File: config.mk
export PLATFORM = sky130hd
export DESIGN_NAME = imem_boot_loader
export DESIGN_NICKNAME = d
export VERILOG_FILES = /design/src/rtl/imem_boot_loader.sv
export SDC_FILE = /design/constraint.sdc
export NUM_CORES = 1
export LEC_CHECK = 0
export ABC_AREA = 1
export CAP_MARGIN = 10
export CORE_ASPECT_RATIO = 1.1
export CORE_UTILIZATION = 25
export DETAILED_ROUTE_END_ITERATION = 12
export PLACE_DENSITY_LB_ADDON = 0.3
export SLEW_MARGIN = 20
export SYNTH_ARGS = -nofsm -noshare
export SYNTH_HDL_FRONTEND = slang
export SYNTH_SLANG_ARGS = --single-unit
File: constraint.sdc
create_clock -name clk -period 3 [get_ports clk]
set_input_delay 0.3 -clock clk [delete_from_list [all_inputs] [get_ports clk]]
set_output_delay 0.3 -clock clk [all_outputs]
set_load 0.1 [all_outputs]
File: src/rtl/imem_boot_loader.sv
// Boot loader: receives a length-prefixed little-endian word stream, writes it into
// instruction memory, pads the remainder with NOP and then releases the core reset.
module imem_boot_loader #(
    parameter int unsigned ADDR_W   = 8,
    parameter logic [31:0] NOP_WORD = 32'h0000_0013
) (
    input  logic              clk,
    input  logic              reset_n,
    input  logic              start,
    input  logic              rx_valid,
    input  logic [7:0]        rx_data,
    output logic              rx_ready,
    output logic              imem_we,
    output logic [ADDR_W-1:0] imem_waddr,
    output logic [31:0]       imem_wdata,
    output logic              cpu_reset_n,
    output logic              busy,
    output logic              done,
    output logic              err
);

    localparam int unsigned     CNT_W   = ADDR_W + 1;
    localparam logic [16:0]     DEPTH_N = 17'd1 << ADDR_W;
    localparam logic [CNT_W-1:0] CNT_ONE = {{ADDR_W{1'b0}}, 1'b1};
    localparam logic [CNT_W-1:0] LAST    = {1'b0, {ADDR_W{1'b1}}};

    typedef enum logic [2:0] {
        S_IDLE,
        S_HDR0,
        S_HDR1,
        S_DATA,
        S_WRITE,
        S_FILL,
        S_RUN,
        S_ERR
    } state_t;

    state_t            state_q, state_d;
    logic [15:0]       n_q, n_d;
    logic [CNT_W-1:0]  idx_q, idx_d;
    logic [CNT_W-1:0]  fill_q, fill_d;
    logic [31:0]       word_q, word_d;
    logic [1:0]        bcnt_q, bcnt_d;

    logic              rx_ready_q, rx_ready_d;
    logic              we_q, we_d;
    logic [ADDR_W-1:0] waddr_q, waddr_d;
    logic [31:0]       wdata_q, wdata_d;
    logic              cpu_rst_n_q, cpu_rst_n_d;
    logic              busy_q, busy_d;
    logic              done_q, done_d;
    logic              err_q, err_d;

    logic              accept;
    logic [15:0]       n_full;
    logic [CNT_W-1:0]  idx_inc;

    assign accept  = rx_valid & rx_ready_q;
    assign n_full  = {rx_data, n_q[7:0]};
    assign idx_inc = idx_q + CNT_ONE;

    always_ff @(posedge clk or negedge reset_n) begin
        if (!reset_n) begin
            state_q     <= S_IDLE;
            n_q         <= '0;
            idx_q       <= '0;
            fill_q      <= '0;
            word_q      <= '0;
            bcnt_q      <= '0;
            rx_ready_q  <= 1'b0;
            we_q        <= 1'b0;
            waddr_q     <= '0;
            wdata_q     <= '0;
            cpu_rst_n_q <= 1'b0;
            busy_q      <= 1'b0;
            done_q      <= 1'b0;
            err_q       <= 1'b0;
        end else begin
            state_q     <= state_d;
            n_q         <= n_d;
            idx_q       <= idx_d;
            fill_q      <= fill_d;
            word_q      <= word_d;
            bcnt_q      <= bcnt_d;
            rx_ready_q  <= rx_ready_d;
            we_q        <= we_d;
            waddr_q     <= waddr_d;
            wdata_q     <= wdata_d;
            cpu_rst_n_q <= cpu_rst_n_d;
            busy_q      <= busy_d;
            done_q      <= done_d;
            err_q       <= err_d;
        end
    end

    always_comb begin
        state_d = state_q;
        n_d     = n_q;
        idx_d   = idx_q;
        fill_d  = fill_q;
        word_d  = word_q;
        bcnt_d  = bcnt_q;
        unique case (state_q)
            S_IDLE, S_RUN, S_ERR: begin
                if (start) begin
                    state_d = S_HDR0;
                end
            end
            S_HDR0: begin
                if (accept) begin
                    n_d     = {8'h00, rx_data};
                    state_d = S_HDR1;
                end
            end
            S_HDR1: begin
                if (accept) begin
                    n_d    = n_full;
                    idx_d  = '0;
                    bcnt_d = '0;
                    if ({1'b0, n_full} > DEPTH_N) begin
                        state_d = S_ERR;
                    end else if (n_full == 16'd0) begin
                        fill_d  = '0;
                        state_d = S_FILL;
                    end else begin
                        state_d = S_DATA;
                    end
                end
            end
            S_DATA: begin
                // Bytes enter at the top so the first (LSB) byte ends up in [7:0].
                if (accept) begin
                    word_d = {rx_data, word_q[31:8]};
                    bcnt_d = bcnt_q + 2'd1;
                    if (bcnt_q == 2'd3) begin
                        state_d = S_WRITE;
                    end
                end
            end
            S_WRITE: begin
                idx_d = idx_inc;
                if (17'(idx_inc) == {1'b0, n_q}) begin
                    if ({1'b0, n_q} == DEPTH_N) begin
                        state_d = S_RUN;
                    end else begin
                        fill_d  = idx_inc;
                        state_d = S_FILL;
                    end
                end else begin
                    state_d = S_DATA;
                end
            end
            S_FILL: begin
                if (fill_q == LAST) begin
                    state_d = S_RUN;
                end else begin
                    fill_d = fill_q + CNT_ONE;
                end
            end
            default: state_d = S_IDLE;
        endcase
    end

    // Outputs are decoded from the next state so the registered copies line up with state_q.
    always_comb begin
        rx_ready_d  = 1'b0;
        we_d        = 1'b0;
        waddr_d     = waddr_q;
        wdata_d     = wdata_q;
        cpu_rst_n_d = 1'b0;
        busy_d      = 1'b0;
        done_d      = 1'b0;
        err_d       = 1'b0;
        unique case (state_d)
            S_HDR0, S_HDR1, S_DATA: begin
                rx_ready_d = 1'b1;
                busy_d     = 1'b1;
            end
            S_WRITE: begin
                we_d    = 1'b1;
                waddr_d = idx_q[ADDR_W-1:0];
                wdata_d = word_d;
                busy_d  = 1'b1;
            end
            S_FILL: begin
                we_d    = 1'b1;
                waddr_d = fill_d[ADDR_W-1:0];
                wdata_d = NOP_WORD;
                busy_d  = 1'b1;
            end
            S_RUN: begin
                cpu_rst_n_d = 1'b1;
                done_d      = 1'b1;
            end
            S_ERR: begin
                err_d = 1'b1;
            end
            default: begin
            end
        endcase
    end

    assign rx_ready    = rx_ready_q;
    assign imem_we     = we_q;
    assign imem_waddr  = waddr_q;
    assign imem_wdata  = wdata_q;
    assign cpu_reset_n = cpu_rst_n_q;
    assign busy        = busy_q;
    assign done        = done_q;
    assign err         = err_q;

endmodule

Word level (Yosys, flattened, before mapping)
Index checks and enable logic that the tools add are counted.
{"block": "totals", "in_bits": 12, "out_inout_bits": 46, "latch_bits": 0, "mem_count": 0, "elab_cells": 98, "ram_bits": 0, "reg_bits": 116, "rom_bits": 0}
{"block": "classes", "reduce_logical": 16, "eq_ne": 26, "mul": 0, "n_shift": 0, "magnitude_cmp": 1, "n_bitwise": 2, "n_div": 0, "mux": 35, "addsub": 3}
{"op": "2-to-1 mux 32 bit", "count": 2}
{"op": "one-hot mux 32 bit (2 select lines)", "count": 1}
{"op": "2-to-1 mux 9 bit", "count": 7}
{"op": "2-to-1 mux 16 bit", "count": 2}
{"op": "one-hot mux 16 bit (2 select lines)", "count": 1}
{"op": "2-to-1 mux 3 bit", "count": 9}
{"op": "one-hot mux 9 bit (3 select lines)", "count": 1}
{"op": "equality test 3 bit, second input constant", "count": 8}
{"op": "adder 9 x 1 -> 9 bit, second input constant", "count": 2}
{"op": "one-hot mux 3 bit (6 select lines)", "count": 1}
{"op": "one-hot mux 9 bit (2 select lines)", "count": 1}
{"op": "equality test 16 x 9 -> 1 bit, second input constant", "count": 1}
{"op": "equality test 9 x 16 -> 1 bit", "count": 1}
{"op": "greater-than comparator 16 x 9 -> 1 bit, second input constant", "count": 1}
{"op": "zero test 16 bit", "count": 1}
{"op": "!= test 2 bit, second input constant", "count": 8}
{"op": "one-hot mux 8 bit (2 select lines)", "count": 1}
{"op": "equality test 3 x 2 -> 1 bit, second input constant", "count": 4}
{"op": "equality test 9 x 8 -> 1 bit, second input constant", "count": 1}
{"op": "AND reduction 3 bit", "count": 3}
{"op": "nonzero test 2 bit", "count": 4}
{"op": "AND reduction 7 bit", "count": 1}
{"op": "equality test 3 x 1 -> 1 bit, second input constant", "count": 2}
{"op": "2-to-1 mux 2 bit", "count": 3}
{"op": "other kinds (12)", "count": 17}

Longest topological paths before layout
Gate-level depths: netlist of run 1.
{"block": "depth", "ltp_word": 8, "mapped_depth": 18, "ltp_nobuf": 18}

Worst setup path after synthesis of run 1
Ideal clock, no wire load.
{"block": "synth_timing", "path_kind": "reg-to-reg", "from": "register rx_ready_q (netlist: rx_ready)", "to": "register waddr_q[4] (netlist: imem_waddr[4])", "required_ps": 2881, "slack_ps": 459, "setup_time_ps": 119, "path_stages_with_launch": 13, "t_arrival_ps": 2422, "path_cell_list": "dfrtp_1 > nand2_1 > nor2_1 > inv_2 > o31ai_1 > a21oi_1 > nand2_1 > nand2_1 > nand2_1 > nand3_4 > buf_2 > nor2_2 > a21oi_2"}
{"block": "synth_via", "elab_chain_cells": 5, "word_cells_on_any_way": 11}
{"element": "start: declaration", "line": "45", "text": "logic rx_ready_q, rx_ready_d;"}
{"element": "start signal: assignment", "line": "85", "text": "rx_ready_q <= rx_ready_d;"}
{"element": "AND 1 bit (*)", "line": "58", "text": "assign accept = rx_valid & rx_ready_q;"}
{"element": "2-to-1 mux 3 bit (on tied branches)", "line": "132, 110, 116"}
{"element": "one-hot mux 3 bit (6 select lines) (*)", "line": "103", "text": "unique case (state_q)"}
{"element": "named net state_d[2]", "line": "38", "text": "state_t state_q, state_d;"}
{"element": "equality test 3 bit", "line": "174", "text": "unique case (state_d)"}
{"element": "one-hot mux 8 bit (2 select lines) / nonzero test 2 bit (equally long branches)"}
{"element": "end signal: assignment", "line": "87", "text": "waddr_q <= waddr_d;"}
{"element": "end: declaration", "line": "47", "text": "logic [ADDR_W-1:0] waddr_q, waddr_d;"}
Mark *: on every way through the listed nets, which the timed path passes. The rest lies on a longest branch. The select of a mux whose other input is x is not followed.
A chain may end at the register's enable or synchronous reset.

Worst setup path after layout of run 1
{"block": "layout_timing", "from": "register idx_q[0]", "to": "register waddr_q[3] (netlist: imem_waddr[3])"}
{"block": "layout_via", "elab_chain_cells": 6, "word_cells_on_any_way": 11}
{"element": "start: declaration", "line": "40", "text": "logic [CNT_W-1:0] idx_q, idx_d;"}
{"element": "start signal: assignment", "line": "81", "text": "idx_q <= idx_d;"}
{"element": "adder 9 x 1 -> 9 bit (*)", "line": "60", "text": "assign idx_inc = idx_q + CNT_ONE;"}
{"element": "equality test 9 x 16 -> 1 bit (*)", "line": "142", "text": "if (17'(idx_inc) == {1'b0, n_q}) begin"}
{"element": "2-to-1 mux 3 bit (*)", "line": "142"}
{"element": "one-hot mux 3 bit (6 select lines) (*)", "line": "103"}
{"element": "named net state_d[2]", "line": "38"}
{"element": "equality test 3 bit", "line": "174"}
{"element": "one-hot mux 8 bit (2 select lines) / nonzero test 2 bit (equally long branches)"}
Marks and branches as above.

==> flow_metrics.env, run 1 <==
export IMPL_cts_resized=0
export IMPL_drcViolationCount=0
export IMPL_grt_max_degree=61
export IMPL_drt_pass1_iter_count=4
export IMPL_synth_area_leaders="dfrtp_1, nand2_1, inv_1, nand3_1, o21ai_0"
export IMPL_fin_crit_sh_pct=91.96
export IMPL_hp_class="flop to flop"
export IMPL_clock_sinks=116
export IMPL_synth_top_cell_by_area="dfrtp_1"
export IMPL_ys_ff_latch=116
export IMPL_vias_per_cell=4.374
export IMPL_core_um2=22790
export IMPL_worst_slack_ps=241.2
export IMPL_cts_tree="done"
export IMPL_max_cap_violations=0
export IMPL_syn_cell_area_um2=5802
export IMPL_crit_chain="ha_1 > nand2_2 > nor2_2 > nand2_1 > nand2_1 > nand2_1 > nand2_1 > nand2_1 > nor3_1 > nand3_1 > nand2_1 > nand2_1 > nand2_1 > nand3_4 > buf_4 > nor2_1 > a21oi_2"
export IMPL_cp_startpoint="idx_q[0]$_DFFE_PN0P_"
export IMPL_seq_area_frac_synth_pct=50.03
export IMPL_syn_nets=757
export IMPL_synth_most_common_cell="nand2_1"
export IMPL_postPlaceCellArea_um2=6685
export IMPL_fin_crit_ps=2759
export IMPL_critPathKind="flop to flop"
export IMPL_status="finished clean"
export IMPL_area_delta_synth_final_pct=26.78
export IMPL_fmax_mhz=362.5
export IMPL_final_hold_viol_count=0
export IMPL_nNetsFinal=833
export IMPL_grt_overflow_total=0
export IMPL_async_reset_ff_share_pct=100.0
export IMPL_wire_per_inst_um=13.59
export IMPL_setup_tns_ps=0
export IMPL_grt_pass1_vias=4929
export IMPL_crit_end="imem_waddr[3]$_DFFE_PN0P_"
export IMPL_cp_slowest_cell="dfrtp_1"
export IMPL_dieHeight_um=161.8
export IMPL_ant_nets=0
export IMPL_wl_mm=15.35
export IMPL_r2r_worst_path_cells=17
export IMPL_setup_viol=0
export IMPL_num_vias=4943
export IMPL_worstPathArrival_ps=3070
export IMPL_netlist_top_cells_count="nand2_1, dfrtp_1, inv_1"
export IMPL_finish_utilization_pct=32.28
export IMPL_clk_path_buf_depth=2
export IMPL_start_util_pct=25.46
export IMPL_rows=58
export IMPL_die_area_um2=23820
export IMPL_slew_headroom_pct=35.65
export IMPL_yosysUniqueCellTypes=32
export IMPL_die_w_um=147.3
export IMPL_fin_skew_ps=11.34
export IMPL_gr_usage_all_layers_pct=13.87
export IMPL_design_area_um2=7356
export IMPL_worstMarginPinSlew_ps=962.3
export IMPL_worstSkewPairLatency_ps=430
export IMPL_pre_cts_ws_ps=116.5
export IMPL_netlist_area_leader_share_pct=50.03
export IMPL_postSynthAreaPerCell_um2=7.830
export IMPL_grt_pass1_wl_mm=25.46
export IMPL_clockRootBuffer="clkbuf_16"
export IMPL_antenna_found_initial=0
export IMPL_cp_common_cell="nand2_1"
export IMPL_io_pins=58
export IMPL_crit_fanout=11
export IMPL_cp_start_kind="flop"
export IMPL_endpoint_kind="flop"
export IMPL_rrSetupSlack_ps=240
export IMPL_cpPeakStageDelay_ps=440
export IMPL_drive_above_1_share_pct=14.94
export IMPL_htreeDepth=4
export IMPL_clk_pin_slew_ps=60
export IMPL_ys_warn_count=0
export IMPL_gp_congestion=0.8677
export IMPL_drtIter0Drc=273
export IMPL_syn_inst=741
export IMPL_cts_buffers=17
export IMPL_finalMaxSlewViolations=0
export IMPL_antennaDiodeCount=0
export IMPL_synth_edf_count=0
export IMPL_r2r_start="idx_q[0]$_DFFE_PN0P_"
export IMPL_dp_hpwl_mm=11.27
export IMPL_timing_rr_end="imem_waddr[3]$_DFFE_PN0P_"
export IMPL_required_ps=3310
export IMPL_io_buffers=57
export IMPL_synth_flop_cell="dfrtp_1"
[worst min-delay path by stage]
stage	endpoint	startpoint	slack, ps	cells past startpoint
finish	word_q[0]$_DFF_PN0_	word_q[0]$_DFF_PN0_	490	2
global placement	imem_wdata[2]$_DFFE_PN0P_	reset_n	440	1
detailed placement	word_q[2]$_DFF_PN0_	reset_n	440	1
global route	word_q[0]$_DFF_PN0_	word_q[0]$_DFF_PN0_	510	2
floorplan	bcnt_q[0]$_DFFE_PN0P_	reset_n	4	0
CTS	n_q[3]$_DFFE_PN0P_	rx_data[3]	480	3
[repair_timing]
action / in CTS / in global routing
endpoints found under the setup margin: 0 / 35
buffers inserted: 0 / 4
hold endpoints to repair: 51 / 0
hold buffers: 1 / 0
[critical path, delay by kind of cell (launching register included)]
family          cells  cell delay (ps)
simple gates       14             1690
compound gates      1               60
buf+inv             1              230
flops               1              440
fa+ha+maj           1              230
[logic make-up (layout without fill, tap and decap cells)]
logic type | after synthesis | count (layout) | share of synthesized area [%]
DFF | 116 | 116 | 50.03
buffers and inverters | 137 | 226 | 9.403
xor gates and xnor gates | 1 | 1 | 0.1510
adders and majority gates | 4 | 4 | 0.8627
and+or+nand+nor | 343 | 343 | 25.19
muxes | 15 | 15 | 2.588
AOI/OAI and AO/OA | 125 | 125 | 11.77
[layer usage]
layer  GRT usage [%]  vias up  part of all wire [%]
li1                -     2520                     -
met5               0        -                     0
met4           6.514        0                   2.4
met2           22.79       83                    47
met1           17.13     2315                    47
met3           3.287       25                   3.5
[per-stage QoR]
stage                     cells  hold WS, ps
after floorplan             741        4.409
after global placement     1093        437.1
after CTS                  1126        481.3
final                      1130        486.6
after global routing       1130        509.1
after detailed placement   1093        437.7
[state kept, by name (all words and copies together), names as in the netlist, 2 cells and up]
| register | count |
|---|---|
| imem_wdata | 32 |
| word_q | 32 |
| n_q | 16 |
| fill_q | 9 |
| idx_q | 9 |
| imem_waddr | 8 |
| state_q | 3 |
| bcnt_q | 2 |
[cells in the final DEF (no fill, tap or decap), types with 3 or more instances in the layout]
| master | n |
|---|---|
| clkdlybuf4s50_1 | 12 |
| inv_1 | 106 |
| inv_2 | 8 |
| nor2_2 | 7 |
| clkbuf_16 | 17 |
| a21boi_0 | 7 |
| nor2_1 | 40 |
| o22ai_1 | 3 |
| clkinv_4 | 5 |
| nor3_1 | 10 |
| o21ai_0 | 49 |
| nand4_1 | 8 |
| o31ai_1 | 3 |
| dfrtp_1 | 116 |
| buf_4 | 65 |
| a21oi_2 | 5 |
| ha_1 | 4 |
| o21ai_1 | 33 |
| bufinv_16 | 4 |
| a21oi_1 | 21 |
| nand2_1 | 214 |
| nand3_1 | 56 |
| inv_6 | 3 |
| mux2i_1 | 15 |
[layout make-up]
type                       count  area [um^2]
clock buffer                  19        432.9
clock inverter                13        197.7
fill                        2500        15430
inverter                     114        427.9
multi-input combinational    488         2361
sequential                   116         2903
tap                          300        375.4
timing repair buffer          80        658.1
Power of run 1 is not shown: default switching activity piles up to over one toggle a cycle in this logic, so the estimate is an artifact.
==> run 2, diff against run 1 <==
- CORE_ASPECT_RATIO: 1.1 -> 0.7
==> run 2 against run 1 <==
Effect of this change:
- worst setup slack better by 60 ps
- fmax is 2.2% higher
- highest routed layer unchanged
- first-iteration DRC count is 28% higher
- die area hardly changed
- core utilization hardly changed
- sequential share of layout area is 0.15 points higher
- non-clock buffer count is 2 lower
- routed wire length is 5.4% higher
==> flow_metrics.env, run 2 (synthesis results as in run 1) <==
export IMPL_status="finished clean"
export IMPL_max_cap_violations=0
export IMPL_core_um2=22730
export IMPL_placed_cells=1104
export IMPL_io_buffers=57
export IMPL_gr_usage_all_layers_pct=14.48
export IMPL_grt_setup_unrepaired="no"
export IMPL_fmax_mhz=370.5
export IMPL_setup_viol=0
export IMPL_worstMarginPinSlew_ps=972.6
export IMPL_final_hold_viol_count=0
export IMPL_antenna_found_initial=0
export IMPL_setup_tns_ps=0
export IMPL_dp_hpwl_mm=11.82
export IMPL_die_area_um2=23830
export IMPL_vias_per_cell=4.383
export IMPL_wl_mm=16.19
export IMPL_finish_utilization_pct=32.25
export IMPL_cp_start_kind="flop"
export IMPL_num_vias=4997
export IMPL_cpPeakStageDelay_ps=440
export IMPL_htreeDepth=4
export IMPL_grt_overflow_total=0
export IMPL_drt_pass1_iter_count=5
export IMPL_critPathKind="flop to flop"
export IMPL_endpoint_kind="flop"
export IMPL_clock_sinks=116
export IMPL_cp_slowest_cell="dfrtp_2"
export IMPL_nNetsFinal=831
export IMPL_start_util_pct=25.52
export IMPL_clk_path_buf_depth=2
export IMPL_grt_pass1_vias=4570
export IMPL_finalMaxSlewViolations=0
export IMPL_worstSkewPairLatency_ps=420
export IMPL_seqCellArea_um2=2904
export IMPL_wire_per_inst_um=14.20
export IMPL_ant_nets=0
export IMPL_drive_above_1_share_pct=15.10
export IMPL_area_delta_synth_final_pct=26.37
export IMPL_cts_buffers=17
export IMPL_multi_input_area_um2=2361
export IMPL_rows=46
export IMPL_gp_congestion=0.9089
export IMPL_fin_skew_ps=13.58
export IMPL_critical_path_top_delay_family="simple AND/OR/NAND/NOR gates"
export IMPL_clockRootBuffer="clkbuf_16"
export IMPL_required_ps=3300
export IMPL_grt_max_degree=88
export IMPL_path_buf_inv=3
export IMPL_fin_crit_sh_pct=89.96
export IMPL_die_w_um=184.1
export IMPL_cts_tree="done"
export IMPL_slew_headroom_pct=34.96
export IMPL_final_cells=1140
export IMPL_grt_pass1_wl_mm=25.83
export IMPL_hp_class="input port to asynchronous set/reset pin"
export IMPL_mostFrequentLayoutCells="nand2_1, dfrtp_1, inv_1, buf_4, nand3_1"
export IMPL_antennaDiodeCount=0
export IMPL_worstPathArrival_ps=3000
export IMPL_fin_crit_ps=2699
export IMPL_crit_chain="ha_1 > inv_1 > nand2_1 > nand2_1 > nor2_1 > nand2_1 > nor2_1 > nand3_1 > nor2_2 > nand4_1 > nand2_1 > nand2_1 > nand2_1 > clkinvlp_4 > buf_4 > nor2_1 > o21ai_1"
export IMPL_cp_common_cell="nand2_1"
export IMPL_crit_fanout=6
export IMPL_dieHeight_um=129.5
export IMPL_io_pins=58
export IMPL_fillers=2423
export IMPL_drtIter0Drc=349
export IMPL_clk_pin_slew_ps=60
export IMPL_drcViolationCount=0
export IMPL_mostFrequentLayoutCell="nand2_1"
run 2: worst paths after layout:
check	to	cells past startpoint	slack (ps)	from
min reg2reg	imem_wdata[7]$_DFFE_PN0P_	2	490	imem_wdata[7]$_DFFE_PN0P_
min in group clk	imem_wdata[7]$_DFFE_PN0P_	2	490	imem_wdata[7]$_DFFE_PN0P_
max in group asynchronous	idx_q[0]$_DFFE_PN0P_	3	1820	reset_n
min	imem_wdata[11]$_DFFE_PN0P_	2	360	reset_n
max	imem_wdata[4]$_DFFE_PN0P_	17	300	idx_q[0]$_DFFE_PN0P_
max reg2reg	imem_wdata[4]$_DFFE_PN0P_	17	300	idx_q[0]$_DFFE_PN0P_
run 2: routing by layer:
layer / vias to the layer above / track usage (%) / wire (um)
met5: - / 0 / 0
met4: 0 / 4.559 / 168
met3: 13 / 3.907 / 966
met2: 125 / 17.98 / 6002
met1: 2336 / 23.15 / 9049
li1: 2523 / - / -
run 2: final cells by class:
type                    instances  area share [%]
flip-flops and latches        116           39.61
inverters                     114           5.887
multi-input cells             488           32.20
repair buffers                 78           9.078
well taps                     312           5.324
clock inverters                12           1.809
clock buffers                  20           6.092
run 2: stage by stage:
step | hold WS (ps) | area (um^2) | setup slack, ps
after CTS | 360.0 | 7305 | 260.5
after floorplan | 4.409 | 5802 | 458.8
final | 359.9 | 7332 | 301.1
after global placement | 259.9 | 6715 | 254.1
after detailed placement | 264.3 | 6715 | 259.1
after global routing | 385.0 | 7332 | 20.71
run 2: worst reg2reg max path, stage by stage, from the launching register on:
cell and delay, ps:
dfrtp_2 440, ha_1 320, inv_1 80, nand2_1 80, nand2_1 50, nor2_1 80, nand2_1 60, nor2_1 110
nand3_1 110, nor2_2 150, nand4_1 160, nand2_1 100, nand2_1 60, nand2_1 200, clkinvlp_4 190, buf_4 170
nor2_1 110, o21ai_1 90
run 2: what timing repair did:
action,CTS,global route
hold buffers,1,0
resized for setup,0,2
buffers inserted,0,3
setup endpoints to repair,0,3
hold endpoints to repair,29,0
Power of run 2 is left out for the same reason.
